$ cat config.mk
export PLATFORM = sky130hd
export DESIGN_NAME = piso_bit_feeder_flat
export DESIGN_NICKNAME = d
export VERILOG_FILES = /design/src/rtl/piso_bit_feeder_if.sv /design/src/rtl/piso_bit_feeder.sv /design/src/flat_wrapper.sv
export SDC_FILE = /design/constraint.sdc
export NUM_CORES = 1
export LEC_CHECK = 0
export ABC_CLOCK_PERIOD_IN_PS = 1700
export BUFFER_PORTS_ARGS = -buffer_cell sky130_fd_sc_hd__buf_4
export CORE_AREA = 2 2 44 46
export DETAILED_ROUTE_END_ITERATION = 7
export DIE_AREA = 0 0 46 48
export PLACE_DENSITY_LB_ADDON = 0.1
export RECOVER_POWER = 50
export SLEW_MARGIN = 25
export SYNTH_ARGS = -nofsm -noshare
export SYNTH_HDL_FRONTEND = slang
export SYNTH_SLANG_ARGS = --single-unit
$ cat constraint.sdc
create_clock -name CLK -period 1.7 [get_ports CLK]
set_clock_uncertainty 0.2 [all_clocks]
set_input_delay 0.34 -clock CLK [delete_from_list [all_inputs] [get_ports CLK]]
set_output_delay 0.34 -clock CLK [all_outputs]
set_load 0.02 [all_outputs]
$ cat src/rtl/piso_bit_feeder_if.sv
// piso_bit_feeder_if
// Handshake and serial-line bundle of the parallel-in/serial-out feeder.
// The master side is the upstream word producer plus the serial consumer;
// the slave side is the feeder itself.
interface piso_bit_feeder_if #(
  parameter int WIDTH = 8
) ();

  logic [WIDTH-1:0] DATA_IN;
  logic             DATA_VALID;
  logic             DATA_READY;
  logic             SER_OUT;
  logic             SER_VALID;
  logic             WORD_DONE;

  modport master (
    output DATA_IN,
    output DATA_VALID,
    input  DATA_READY,
    input  SER_OUT,
    input  SER_VALID,
    input  WORD_DONE
  );

  modport slave (
    input  DATA_IN,
    input  DATA_VALID,
    output DATA_READY,
    output SER_OUT,
    output SER_VALID,
    output WORD_DONE
  );

endinterface

$ cat src/rtl/piso_bit_feeder.sv
// piso_bit_feeder
// Takes WIDTH-bit words over a valid/ready handshake and plays them out one
// bit per clock on a registered serial line feeding the 1101 detector.
// Between words the line sits at IDLE_LEVEL with SER_VALID low.
// Optional feature: define PISO_PARITY_EN to append one even-parity bit to
// every word (adds the PAR state; WORD_DONE then marks the parity cycle).
module piso_bit_feeder #(
  parameter int   WIDTH      = 8,
  parameter bit   MSB_FIRST  = 1'b1,
  parameter logic IDLE_LEVEL = 1'b0
) (
  input  logic               CLK,
  input  logic               RST,
  piso_bit_feeder_if.slave   bus
);

  localparam int CNT_W = (WIDTH > 1) ? $clog2(WIDTH) : 1;
  // Counter value while the final data bit is on the line, and the one before it
  localparam logic [CNT_W-1:0] LAST_BIT = CNT_W'(WIDTH - 1);
  localparam logic [CNT_W-1:0] PRE_LAST = CNT_W'(WIDTH - 2);

`ifdef PISO_PARITY_EN
  typedef enum logic [1:0] {
    ST_IDLE  = 2'd0,
    ST_SHIFT = 2'd1,
    ST_PAR   = 2'd2
  } state_t;
`else
  typedef enum logic [0:0] {
    ST_IDLE  = 1'b0,
    ST_SHIFT = 1'b1
  } state_t;
`endif

  state_t           state_q, state_d;
  logic [WIDTH-1:0] shift_q, shift_d;
  logic [CNT_W-1:0] cnt_q, cnt_d;
  logic             ser_out_q, ser_out_d;
  logic             ser_valid_q, ser_valid_d;
  logic             word_done_q, word_done_d;
`ifdef PISO_PARITY_EN
  logic             parity_q, parity_d;
`endif

  logic             data_ready;
  logic             accept;
  logic             last_bit;

  // The shift register holds the bits still to be sent; the bit on the line
  // lives in ser_out_q, so loading puts bit 0 out and keeps the remainder.
  logic             load_bit;
  logic [WIDTH-1:0] load_rest;
  logic             step_bit;
  logic [WIDTH-1:0] step_rest;

  assign load_bit  = MSB_FIRST ? bus.DATA_IN[WIDTH-1] : bus.DATA_IN[0];
  assign load_rest = MSB_FIRST ? {bus.DATA_IN[WIDTH-2:0], 1'b0}
                               : {1'b0, bus.DATA_IN[WIDTH-1:1]};
  assign step_bit  = MSB_FIRST ? shift_q[WIDTH-1] : shift_q[0];
  assign step_rest = MSB_FIRST ? {shift_q[WIDTH-2:0], 1'b0}
                               : {1'b0, shift_q[WIDTH-1:1]};

  assign last_bit  = (cnt_q == LAST_BIT);
  assign accept    = bus.DATA_VALID && data_ready;

  // Ready is high when idle, on the parity cycle, and on the last data bit
  // only when that bit can hand off directly to the next word.
  always_comb begin
    data_ready = 1'b0;
    case (state_q)
      ST_IDLE:  data_ready = 1'b1;
`ifdef PISO_PARITY_EN
      ST_SHIFT: data_ready = 1'b0;
      ST_PAR:   data_ready = 1'b1;
`else
      ST_SHIFT: data_ready = last_bit;
`endif
      default:  data_ready = 1'b0;
    endcase
  end

  // Next-state and next-output logic; an accepted word always restarts at
  // bit 0 regardless of which state granted ready.
  always_comb begin
    state_d     = state_q;
    shift_d     = shift_q;
    cnt_d       = cnt_q;
    ser_out_d   = IDLE_LEVEL;
    ser_valid_d = 1'b0;
    word_done_d = 1'b0;
`ifdef PISO_PARITY_EN
    parity_d    = parity_q;
`endif

    if (accept) begin
      state_d     = ST_SHIFT;
      shift_d     = load_rest;
      cnt_d       = '0;
      ser_out_d   = load_bit;
      ser_valid_d = 1'b1;
`ifdef PISO_PARITY_EN
      parity_d    = ^bus.DATA_IN;
`endif
    end else begin
      case (state_q)
        ST_IDLE: begin
          state_d = ST_IDLE;
        end
        ST_SHIFT: begin
          if (!last_bit) begin
            shift_d     = step_rest;
            cnt_d       = cnt_q + CNT_W'(1);
            ser_out_d   = step_bit;
            ser_valid_d = 1'b1;
`ifdef PISO_PARITY_EN
            word_done_d = 1'b0;
`else
            word_done_d = (cnt_q == PRE_LAST);
`endif
          end else begin
`ifdef PISO_PARITY_EN
            state_d     = ST_PAR;
            ser_out_d   = parity_q;
            ser_valid_d = 1'b1;
            word_done_d = 1'b1;
`else
            state_d     = ST_IDLE;
            cnt_d       = '0;
`endif
          end
        end
`ifdef PISO_PARITY_EN
        ST_PAR: begin
          state_d = ST_IDLE;
          cnt_d   = '0;
        end
`endif
        default: begin
          state_d = ST_IDLE;
          cnt_d   = '0;
        end
      endcase
    end
  end

  // State and output registers; reset drops any partial word at once.
  always_ff @(posedge CLK or negedge RST) begin
    if (!RST) begin
      state_q     <= ST_IDLE;
      shift_q     <= '0;
      cnt_q       <= '0;
      ser_out_q   <= IDLE_LEVEL;
      ser_valid_q <= 1'b0;
      word_done_q <= 1'b0;
`ifdef PISO_PARITY_EN
      parity_q    <= 1'b0;
`endif
    end else begin
      state_q     <= state_d;
      shift_q     <= shift_d;
      cnt_q       <= cnt_d;
      ser_out_q   <= ser_out_d;
      ser_valid_q <= ser_valid_d;
      word_done_q <= word_done_d;
`ifdef PISO_PARITY_EN
      parity_q    <= parity_d;
`endif
    end
  end

  assign bus.DATA_READY = data_ready;
  assign bus.SER_OUT    = ser_out_q;
  assign bus.SER_VALID  = ser_valid_q;
  assign bus.WORD_DONE  = word_done_q;

endmodule

$ cat src/flat_wrapper.sv
// flat-port wrapper written by rule: the top's interface ports become plain ports
module piso_bit_feeder_flat 
#(
  parameter int   WIDTH      = 8,
  parameter bit   MSB_FIRST  = 1'b1,
  parameter logic IDLE_LEVEL = 1'b0
)
  (CLK, RST, bus_DATA_IN, bus_DATA_VALID, bus_DATA_READY, bus_SER_OUT, bus_SER_VALID, bus_WORD_DONE);
  piso_bit_feeder_if #(.WIDTH(WIDTH)) bus_i ();
  input  logic CLK;
  input  logic RST;
  input wire logic [$bits(bus_i.DATA_IN)-1:0] bus_DATA_IN;
  input wire logic [$bits(bus_i.DATA_VALID)-1:0] bus_DATA_VALID;
  output wire logic [$bits(bus_i.DATA_READY)-1:0] bus_DATA_READY;
  output wire logic [$bits(bus_i.SER_OUT)-1:0] bus_SER_OUT;
  output wire logic [$bits(bus_i.SER_VALID)-1:0] bus_SER_VALID;
  output wire logic [$bits(bus_i.WORD_DONE)-1:0] bus_WORD_DONE;
  assign bus_i.DATA_IN = bus_DATA_IN;
  assign bus_i.DATA_VALID = bus_DATA_VALID;
  assign bus_DATA_READY = bus_i.DATA_READY;
  assign bus_SER_OUT = bus_i.SER_OUT;
  assign bus_SER_VALID = bus_i.SER_VALID;
  assign bus_WORD_DONE = bus_i.WORD_DONE;
  piso_bit_feeder #(.WIDTH(WIDTH), .MSB_FIRST(MSB_FIRST), .IDLE_LEVEL(IDLE_LEVEL)) u_core (.CLK(CLK), .RST(RST), .bus(bus_i));
endmodule
==> Word-level counts from Yosys, hierarchy flattened <==
Cells that the tools add are included.
{ "word_totals": {"regBits": 15, "input_bits": 11, "output_inout_bits": 4, "elab_cells": 32} }
{ "classes": {"add_sub_neg": 1, "eq_ne": 3, "n_mux": 18, "n_bitwise": 1, "n_reduce_logical": 3} }
{ "ops": {"columns": ["operator", "count"], "rows": [
  ["$mux 8", 3],
  ["$mux 1", 10],
  ["$mux 3", 3],
  ["$eq 3x3->1 const B", 2],
  ["$pmux 1 s2", 2],
  ["$add 3x1->3 const B", 1],
  ["$ne 2x1->1 const B", 1],
  ["$reduce_and 2->1", 1],
  ["$reduce_bool 2->1", 1],
  ["$logic_and 1x1->1", 1],
  ["$not 1->1", 1]
]} }

==> Depth between registers and ports, before layout <==
Gate-level depths: netlist of run 1.
{ "depth": {"ltp_word": 5, "ltp_mapped": 5, "mapped_depth_nobuf": 5} }

==> Worst setup path before layout of run 1 <==
Ideal clock, no wire load.
{ "synth_path": {"kind": "register to register", "from": "register u_core.cnt_q[0]", "to": "register u_core.shift_q[2]", "arrival_ns": 1.404, "required_ns": 1.372, "path_slack_ns": -0.032, "path_stages_with_launch": 6, "n_path_buf": 0, "path_cell_list": "dfrtp_1 > ha_1 > ha_1 > and2b_2 > inv_4 > mux2_1"} }
{ "synth_between": {"elab_chain_len": 5, "word_cells_on_any_way": 7, "classes_between": "eq/ne: 2; mux: 2; reduce/logical: 3"} }
{ "synth_rtl": {"columns": ["item", "line_no", "text"], "rows": [
  ["start, declared", "piso_bit_feeder.sv:37", "logic [CNT_W-1:0] cnt_q, cnt_d;"],
  ["start signal, assigned", "piso_bit_feeder.sv:161", "cnt_q <= cnt_d;"],
  ["$eq 3x3->1 (*)", "piso_bit_feeder.sv:63", "assign last_bit = (cnt_q == LAST_BIT);"],
  ["$pmux 1 s2 (*)", "piso_bit_feeder.sv:70", "case (state_q)"],
  ["named net bus_DATA_READY", "flat_wrapper.sv:14", "output wire logic [$bits(bus_i.DATA_READY)-1:0] bus_DATA_READY;"],
  ["$logic_and 1x1->1 (*)", "piso_bit_feeder.sv:64", "assign accept = bus.DATA_VALID && data_ready;"],
  ["$ne 2x1->1 (no line) / $reduce_bool 2->1 (equally long branches)", null, null],
  ["$reduce_and 2->1 (no line)", null, null],
  ["end signal, assigned", "piso_bit_feeder.sv:160", "shift_q <= shift_d;"],
  ["end, declared", "piso_bit_feeder.sv:36", "logic [WIDTH-1:0] shift_q, shift_d;"]
]} }
Mark *: on every way through the listed nets, which the timed path passes. The rest lies on a longest branch.
A chain may end at the register's enable or synchronous reset.

==> Worst setup path in the final report of run 1 <==
{ "layout_path": {"from": "register u_core.cnt_q[0]", "to": "output bus_DATA_READY"} }
{ "layout_between": {"elab_chain_len": 2} }
{ "layout_rtl": {"columns": ["item", "line_no"], "rows": [
  ["$eq 3x3->1", "piso_bit_feeder.sv:63"],
  ["$pmux 1 s2", "piso_bit_feeder.sv:70"],
  ["end, declared", "flat_wrapper.sv:14"]
]} }
No other way between the ends.

==> results of run 1 <==
timing repair:
action | CTS | global route
gates resized for setup | 2 | 1
hold endpoints to repair | 13 | 0
setup endpoints to repair | 1 | 9
hold buffers | 1 | 0
cloned | 0 | 0
buffers inserted | 1 | 0
synthesized netlist by cell type, drive strengths merged:
| cell | n | area (µm²) |
|---|---|---|
| a32o | 1 | 10.0 |
| and2b | 1 | 8.76 |
| and3 | 1 | 6.26 |
| buf | 1 | 11.3 |
| dfrtp | 13 | 325 |
| ha | 3 | 37.5 |
| inv | 2 | 10.0 |
| mux2 | 13 | 184 |
| mux2i | 1 | 10.0 |
| nand2 | 2 | 7.51 |
| nand2b | 1 | 6.26 |
| nand3b | 1 | 7.51 |
| nor2 | 2 | 7.51 |
| o21ai | 1 | 5.00 |
| o2bb2ai | 1 | 8.76 |
power breakdown:
group | leakage, nW | switching [mW] | internal [mW]
clock | 0.0150 | 0.0912 | 0.0908
combinational | 0.247 | 0.273 | 0.418
sequential | 0.166 | 0.0685 | 0.431
total | 0.428 | 0.432 | 0.940
layout make-up:
type                            instances  area, µm²
Fill cell                             159        827
Sequential cell                        13        325
Multi-Input combinational cell         28        324
Timing Repair Buffer                   20        153
Clock buffer                            4       26.3
Tap cell                               17       21.3
Inverter                                2       12.5
critical path, cell delays in order, from the launching register on:
cell and delay (ps):
dfrtp_1 380, ha_2 200, ha_4 150, and2b_2 250
inv_6 40, buf_6 120
through the flow:
stage               TNS (ps)  hold WS (ps)  instances
global placement       -18.5         -4.11         78
CTS                     -926           120         84
floorplan                  0          -156         44
finish                  -849           126         84
detailed placement     -27.6         -4.45         78
global route           -1280           143         84
worst paths after layout:
check / start / end / slack, ps
setup / recovery: u_core.cnt_q[0]$_DFFE_PN0P_ / bus_DATA_READY / -250
hold / removal: bus_DATA_IN[7] / u_core.bus.SER_OUT$_DFF_PN0_ / 130
setup reg to reg: u_core.cnt_q[0]$_DFFE_PN0P_ / u_core.shift_q[6]$_DFFE_PN0P_ / -100
hold reg to reg: u_core.shift_q[2]$_DFFE_PN0P_ / u_core.shift_q[3]$_DFFE_PN0P_ / 310
max in group asynchronous: RST / u_core.shift_q[3]$_DFFE_PN0P_ / 430
min in group asynchronous: RST / u_core.bus.SER_OUT$_DFF_PN0_ / 430
state kept, by name (all words and copies together) (netlist names):
signal,cells
u_core.cnt_q,3
u_core.shift_q,7
u_core.bus.SER_VALID,1
u_core.bus.SER_OUT,1
u_core.bus.WORD_DONE,1
layer usage:
| layer | vias to the layer above | wire, µm |
|---|---|---|
| met5 | - | 0 |
| met4 | 0 | 0 |
| met3 | 0 | 71 |
| met2 | 13 | 527 |
| met1 | 196 | 492 |
| li1 | 201 | - |
cell families after synthesis:
logic type,Yosys count,share of synthesized area (%)
simple gates,8,6.79
mux,14,30.0
flops,13,50.4
buf+inv,3,3.29
fa+ha+maj,3,5.81
compound gates,3,3.68
==> impl_metrics.py, run 1 <==
metrics = {
    "global_route": {
        "use_met1_pct": 15.6,
        "grt_util_met2_pct": 17.2,
        "grt.busiest_layer": "met2",
        "grt_first_pass_wirelength_um": 1750,
        "track_usage_pct": 11.8,
        "antenna_found_initial": 0,
        "overflow": 0,
        "first_global_vias": 416,
        "met3_usage_pct": 5.66,
        "grt_max_degree": 14,
    },
    "timing": {
        "setup_ws_ps": -248,
        "rsz0062_at_grt": "true",
        "worstMarginPinSlew_ps": 701,
        "final-max-slew-violation-count": 0,
        "fmax_mhz": 513,
        "setup_viol": 8,
        "hold_viol_final": 0,
        "fin_crit_ps": 1950,
        "slew_headroom_pct": 53.2,
        "fin_crit_sh_pct": 115,
    },
    "finish": {
        "drive_above_1_share_pct": 58.2,
        "final_cell_mix": "17 x buf_4, 13 x dfrtp_1, 11 x mux2_4, 3 x clkbuf_4",
        "antenna_cells": 0,
        "final_area_um2": 862,
        "final_util_pct": 51.0,
        "synthToLayoutAreaGrowth_pct": 33.5,
        "fin_nets": 82,
        "final_common_cell": "buf_4",
    },
    "run": {
        "cap_violations": 0,
    },
    "route": {
        "drc_errors": 0,
        "antenna_left": 0,
        "routedWlPerCell_um": 13.0,
        "drtPass1Iterations": 2,
        "wirelength_um": 1090,
        "via_per_inst": 4.88,
        "via_count": 410,
        "drt_iter0_drc": 2,
    },
    "floorplanning": {
        "rows": 15,
        "die_y_um": 48,
        "dieArea_um2": 2210,
        "core_area_um2": 1690,
        "fp.dieW_um": 46,
        "pin_count": 15,
        "initial_core_util_pct": 38.2,
    },
    "clock_network": {
        "htreeDepth": 1,
        "cts.sinks": 13,
        "tritoncts": "built",
        "cts_buffers": 3,
        "clock_latency_ps": 270,
        "clkTransAtPathRegs_ps": 70,
        "clock_path_buffers": 2,
        "clockRootBuffer": "clkbuf_4",
    },
    "synth": {
        "yosysSeqAreaShare_pct": 50.4,
        "syn_area_per_cell_um2": 14.7,
        "syn-num-nets": 58,
        "synth.distinct_cells": 18,
        "yosys_warnings": 0,
        "syn_inst": 44,
        "synth-seq-cells": 13,
        "syn_area_um2": 646,
    },
    "setup_path": {
        "cp.arrival_ps": 1410,
        "start_kind": "flop",
        "path_class": "flop to primary output",
        "ff2ff_path_depth": 6,
        "cp_data_required_time_ps": 1160,
        "worstSetupEndpointType": "primary output",
        "cp_max_fo": 3,
    },
    "run_status": {
        "violations": "setup timing",
        "outcome": "finished, violations left",
    },
    "placement": {
        "hpwl_um": 753,
        "place.gp.congestion": 0.685,
        "port_buffers": 14,
        "preCtsSetupSlack_ps": -27.6,
        "place_area_um2": 802,
    },
    "power_and_ir_drop": {
        "total_power_mw": 1.37,
        "leakage_nw": 0.428,
        "ir_worst_vdd_uv": 793,
        "power_density_nw_per_um2": 1590,
    },
    "min_path": {
        "hold_path_depth": 3,
        "worstHoldPathType": "primary input to flop",
    },
}
Note: power is estimated with default switching activity, not from simulation.
==> inputs of run 2 (changes only) <==
==> constraint.sdc (replaced) <==
create_clock -name CLK -period 1.7 [get_ports CLK]
set_clock_uncertainty 0.2 [all_clocks]
set_input_delay 0.255 -clock CLK [delete_from_list [all_inputs] [get_ports CLK]]
set_output_delay 0.255 -clock CLK [all_outputs]
set_load 0.02 [all_outputs]
==> run 2 against run 1 <==
- the flow still finishes with violations (setup timing)
- critical path type unchanged
- core utilization rose by 0.44 points
- final cell count increased by 1.2%
- via count rose by 0.98%
- register-to-register slack worse by 20 ps
- count of clock-buffer cells in the layout unchanged
- hold slack got worse by 110 ps
- routed wire length rose by 0.27%
- sequential power rose by 0.8%
- maximum frequency increased by 3.1%
- global-route usage increased by 0.48 points
- non-clock buffer count up 1
==> impl_metrics.py, run 2 (same netlist as run 1, synthesis figures left out) <==
metrics = {
    "floorplanning": {
        "dieArea_um2": 2210,
        "die_y_um": 48,
        "rows": 15,
        "pin_count": 15,
        "core_area_um2": 1690,
        "initial_core_util_pct": 38.2,
        "fp.dieW_um": 46,
    },
    "setup_path": {
        "path_class": "flop to primary output",
        "cp_data_required_time_ps": 1240,
        "start_kind": "flop",
        "worstSetupEndpointType": "primary output",
        "cp_max_fo": 3,
        "cp.arrival_ps": 1430,
    },
    "clock_network": {
        "clock_latency_ps": 280,
        "clock_path_buffers": 2,
        "tritoncts": "built",
        "cts.sinks": 13,
        "htreeDepth": 1,
        "clockRootBuffer": "clkbuf_4",
        "clkTransAtPathRegs_ps": 80,
        "cts_buffers": 3,
    },
    "power_and_ir_drop": {
        "ir_worst_vdd_uv": 825,
        "total_power_mw": 1.40,
        "power_density_nw_per_um2": 1610,
        "leakage_nw": 0.432,
    },
    "finish": {
        "antenna_cells": 0,
        "final_cell_mix": "18 x buf_4, 13 x dfrtp_1, 11 x mux2_4, 3 x clkbuf_4",
        "final_util_pct": 51.5,
        "final_common_cell": "buf_4",
        "largest_register_ffs": 7,
        "final_cells": 85,
        "regMostFlops": "u_core.shift_q",
        "top_regs": "u_core.shift_q (7), u_core.cnt_q (3)",
        "fin_nets": 83,
        "synthToLayoutAreaGrowth_pct": 34.7,
        "drive_above_1_share_pct": 58.8,
    },
    "global_route": {
        "antenna_found_initial": 0,
        "track_usage_pct": 12.3,
        "grt_first_pass_wirelength_um": 1810,
        "grt_max_degree": 14,
        "overflow": 0,
        "first_global_vias": 394,
    },
    "timing": {
        "setup_ws_ps": -189,
        "worstMarginPinSlew_ps": 683,
        "setup_viol": 7,
        "hold_viol_final": 0,
        "slew_headroom_pct": 54.5,
        "fmax_mhz": 529,
        "rsz0062_at_grt": "true",
        "final-max-slew-violation-count": 0,
        "setup_tns_ps": -915,
        "fin_crit_ps": 1890,
        "fin_crit_sh_pct": 111,
    },
    "route": {
        "antenna_left": 0,
        "via_per_inst": 4.87,
        "routedWlPerCell_um": 12.9,
        "drt_iter0_drc": 4,
        "drc_errors": 0,
        "wirelength_um": 1090,
        "via_count": 414,
        "drtPass1Iterations": 3,
    },
    "run": {
        "cap_violations": 0,
    },
    "placement": {
        "place.gp.congestion": 0.727,
        "dp.cells": 77,
        "hpwl_um": 742,
        "port_buffers": 14,
    },
    "run_status": {
        "violations": "setup timing",
        "outcome": "finished, violations left",
    },
    "min_path": {
        "worstHoldPathType": "primary input to flop",
    },
}
## run 2: metal layers
layer | GRT usage [%] | vias up | part of all wire, %
met1 | 15.4 | 198 | 47
met4 | 0 | 0 | 0
li1 | - | 203 | -
met2 | 19.2 | 13 | 45
met5 | 0 | - | 0
met3 | 7.92 | 0 | 7.9
## run 2: path summary, 6_finish.rpt
kind                                          startpoint                             to  slack (ps)  cells after the start
hold reg to reg            u_core.shift_q[4]$_DFFE_PN0P_  u_core.shift_q[5]$_DFFE_PN0P_         310                      1
setup reg to reg             u_core.cnt_q[0]$_DFFE_PN0P_  u_core.shift_q[2]$_DFFE_PN0P_        -120                      6
hold / removal                            bus_DATA_IN[0]  u_core.shift_q[1]$_DFFE_PN0P_          20                      3
setup / recovery             u_core.cnt_q[0]$_DFFE_PN0P_                 bus_DATA_READY        -190                      5
max in group asynchronous                            RST  u_core.shift_q[4]$_DFFE_PN0P_         550                      2
min in group asynchronous                            RST    u_core.cnt_q[2]$_DFFE_PN0P_         320                      2
## run 2: where the power goes
part | leakage [nW] | switching, mW | internal, mW | total, mW
Combinational | 0.252 | 0.275 | 0.434 | 0.709
Sequential | 0.166 | 0.0725 | 0.431 | 0.504
Clock | 0.0150 | 0.101 | 0.0911 | 0.192
Total | 0.432 | 0.449 | 0.956 | 1.40
## run 2: worst max-delay path: stages (launching register included)
cell and delay, ps:
dfrtp_1 390, ha_2 200, ha_4 160, and2b_2 250, inv_6 40, buf_6 120
## run 2: layout make-up
| cell class | instances | area [µm²] |
|---|---|---|
| Clock buffer | 4 | 26.3 |
| Fill cell | 152 | 820 |
| Multi-Input combinational cell | 28 | 324 |
| Inverter | 2 | 12.5 |
| Tap cell | 17 | 21.3 |
| Timing Repair Buffer | 21 | 160 |
| Sequential cell | 13 | 325 |
## run 2: per-stage QoR
step	area [µm²]	hold slack [ps]	setup slack, ps
2_1_floorplan	657	-241	17.6
3_3_place_gp	795	-90.3	38.7
3_5_place_dp	795	-92.1	29.9
4_1_cts	860	16.6	-193
5_1_grt	870	24.3	-247
6_report	870	20.6	-189
## run 2: timing repair
| action | 4_1_cts | 5_1_grt |
|---|---|---|
| endpoints found under the hold margin | 13 | 0 |
| setup endpoints to repair | 1 | 8 |
| resized for setup | 2 | 1 |
| hold buffers | 1 | 0 |
| buffers inserted | 2 | 1 |
| pin swaps | 0 | 0 |
==> inputs of run 3 (changes only) <==
Settings changed: REMOVE_ABC_BUFFERS set to 1.
==> run 3 against run 2 <==
- the flow still finishes with violations (setup timing)
- final cell count down 1.2%
- die area unchanged
- worst setup slack gained 12 ps
- register-to-register slack about the same
- maximum frequency up 0.65%
- power is 3.6% lower
- non-clock buffer count is 1 lower
- count of clock-buffer cells in the layout is the same
- largest cell class unchanged
==> impl_metrics.py, run 3 (same netlist as run 1, synthesis figures left out) <==
metrics = {
    "setup_path": {
        "reg2reg_from": "u_core.cnt_q[1]$_DFFE_PN0P_",
        "worstSetupEndpointType": "primary output",
        "path_class": "flop to primary output",
        "start_kind": "flop",
        "cp_data_required_time_ps": 1240,
        "cp.arrival_ps": 1420,
        "cp_max_fo": 3,
        "r2r_slack_ps": -130,
        "reg2reg_to": "u_core.shift_q[2]$_DFFE_PN0P_",
        "ff2ff_path_depth": 6,
    },
    "min_path": {
        "worstHoldPathType": "primary input to flop",
        "min_from": "bus_DATA_IN[0]",
        "whs_endpoint": "u_core.shift_q[1]$_DFFE_PN0P_",
        "hold_path_depth": 3,
    },
    "timing": {
        "fmax_mhz": 533,
        "slew_headroom_pct": 51.6,
        "final-max-slew-violation-count": 0,
        "hold_viol_final": 0,
        "setup_viol": 7,
        "whs_ps": 33.8,
        "fin_crit_sh_pct": 110,
        "worstMarginPinSlew_ps": 725,
        "rsz0062_at_grt": "true",
        "fin_crit_ps": 1880,
        "setup_ws_ps": -177,
    },
    "floorplanning": {
        "core_area_um2": 1690,
        "rows": 15,
        "pin_count": 15,
        "initial_core_util_pct": 38.2,
        "die_y_um": 48,
        "fp.dieW_um": 46,
        "dieArea_um2": 2210,
    },
    "clock_network": {
        "clock_path_buffers": 2,
        "htreeDepth": 1,
        "cts.sinks": 13,
        "clkTransAtPathRegs_ps": 70,
        "clockRootBuffer": "clkbuf_4",
        "cts_buffers": 3,
        "clock_latency_ps": 270,
        "tritoncts": "built",
    },
    "placement": {
        "port_buffers": 14,
        "preCtsSetupSlack_ps": -13.6,
        "place.gp.congestion": 0.663,
        "hpwl_um": 808,
    },
    "power_and_ir_drop": {
        "p_clk_share_pct": 13.8,
        "seqPwrFrac_pct": 37.3,
        "switching_share_pct": 31.9,
        "switching_power_mw": 0.432,
        "leakage_nw": 0.425,
        "power_density_nw_per_um2": 1590,
        "ir_worst_vdd_uv": 985,
        "combPwrFrac_pct": 48.9,
        "p_int_mw": 0.922,
    },
    "route": {
        "drtPass1Iterations": 1,
        "via_count": 424,
        "via_per_inst": 5.05,
        "routedWlPerCell_um": 14.0,
        "antenna_left": 0,
        "wirelength_um": 1180,
        "drt_iter0_drc": 0,
        "drc_errors": 0,
    },
    "finish": {
        "antenna_cells": 0,
        "fin_nets": 82,
        "largest_register_ffs": 7,
        "regMostFlops": "u_core.shift_q",
        "final_cell_mix": "17 x buf_4, 13 x dfrtp_1, 10 x mux2_4, 3 x clkbuf_4",
        "synthToLayoutAreaGrowth_pct": 32.0,
        "fill_cells": 173,
        "final_common_cell": "buf_4",
        "top_regs": "u_core.shift_q (7), u_core.cnt_q (3)",
        "drive_above_1_share_pct": 55.2,
    },
    "run_status": {
        "outcome": "finished, violations left",
        "violations": "setup timing",
    },
    "global_route": {
        "overflow": 0,
        "track_usage_pct": 13.4,
        "antenna_found_initial": 0,
        "grt_max_degree": 14,
        "first_global_vias": 456,
        "grt_first_pass_wirelength_um": 1950,
    },
    "run": {
        "cap_violations": 0,
    },
}
[run 3: worst max-delay path, stage by stage, from the launching register on]
cell     delay, ps
dfrtp_1        390
ha_2           200
ha_4           150
and2b_2        250
inv_6           40
buf_6          120
[run 3: layout make-up]
class | count | area (µm²) | area share [%]
timing repair buffer | 20 | 153 | 17.9
sequential | 13 | 325 | 38.2
tap | 17 | 21.3 | 2.50
multi-input combinational | 28 | 314 | 36.9
clock buffer | 4 | 26.3 | 3.08
inverter | 2 | 12.5 | 1.47
[run 3: how the worst max path moves through the flow]
| stage | start | end | cells past startpoint |
|---|---|---|---|
| 3_5_place_dp | u_core.cnt_q[0]$_DFFE_PN0P_ | u_core.shift_q[2]$_DFFE_PN0P_ | 5 |
| 6_report | u_core.cnt_q[1]$_DFFE_PN0P_ | bus_DATA_READY | 5 |
| 2_1_floorplan | u_core.cnt_q[0]$_DFFE_PN0P_ | u_core.shift_q[2]$_DFFE_PN0P_ | 5 |
| 4_1_cts | u_core.cnt_q[0]$_DFFE_PN0P_ | bus_DATA_READY | 5 |
| 5_1_grt | u_core.cnt_q[1]$_DFFE_PN0P_ | bus_DATA_READY | 5 |
| 3_3_place_gp | u_core.cnt_q[0]$_DFFE_PN0P_ | u_core.shift_q[2]$_DFFE_PN0P_ | 5 |
[run 3: stage by stage]
step	std cells	area (µm²)	setup TNS, ps	power [mW]	util [%]
after floorplan	43	634	-125	0.888	-
after global placement	77	783	0	1.09	46.4
after detailed placement	77	783	-13.6	1.10	46.4
after CTS	83	848	-828	1.36	50.2
after global routing	84	852	-1140	1.47	50.4
final	84	852	-842	1.35	50.4
[run 3: layer usage]
metal | global-route usage [%] | vias up | part of all wire (%) | wire (µm)
li1 | - | 201 | - | -
met1 | 14.3 | 209 | 43 | 509
met2 | 22.2 | 12 | 48 | 561
met3 | 7.55 | 2 | 7.5 | 88
met4 | 5.14 | 0 | 1.3 | 15
met5 | 0 | - | 0 | 0
[run 3: power by group through the flow]
stage	logic [mW]	clock network, mW	registers (mW)
global placement	0.589	0	0.503
global route	0.733	0.220	0.519
detailed placement	0.597	0	0.504
floorplan	0.363	0	0.525
CTS	0.654	0.199	0.505
finish	0.662	0.187	0.505
[run 3: timing repair]
action	in CTS	in global routing
gates resized for setup	5	0
endpoints found under the hold margin	13	0
pin swaps	0	1
setup buffers	1	1
setup endpoints to repair	7	7
hold buffers	1	0
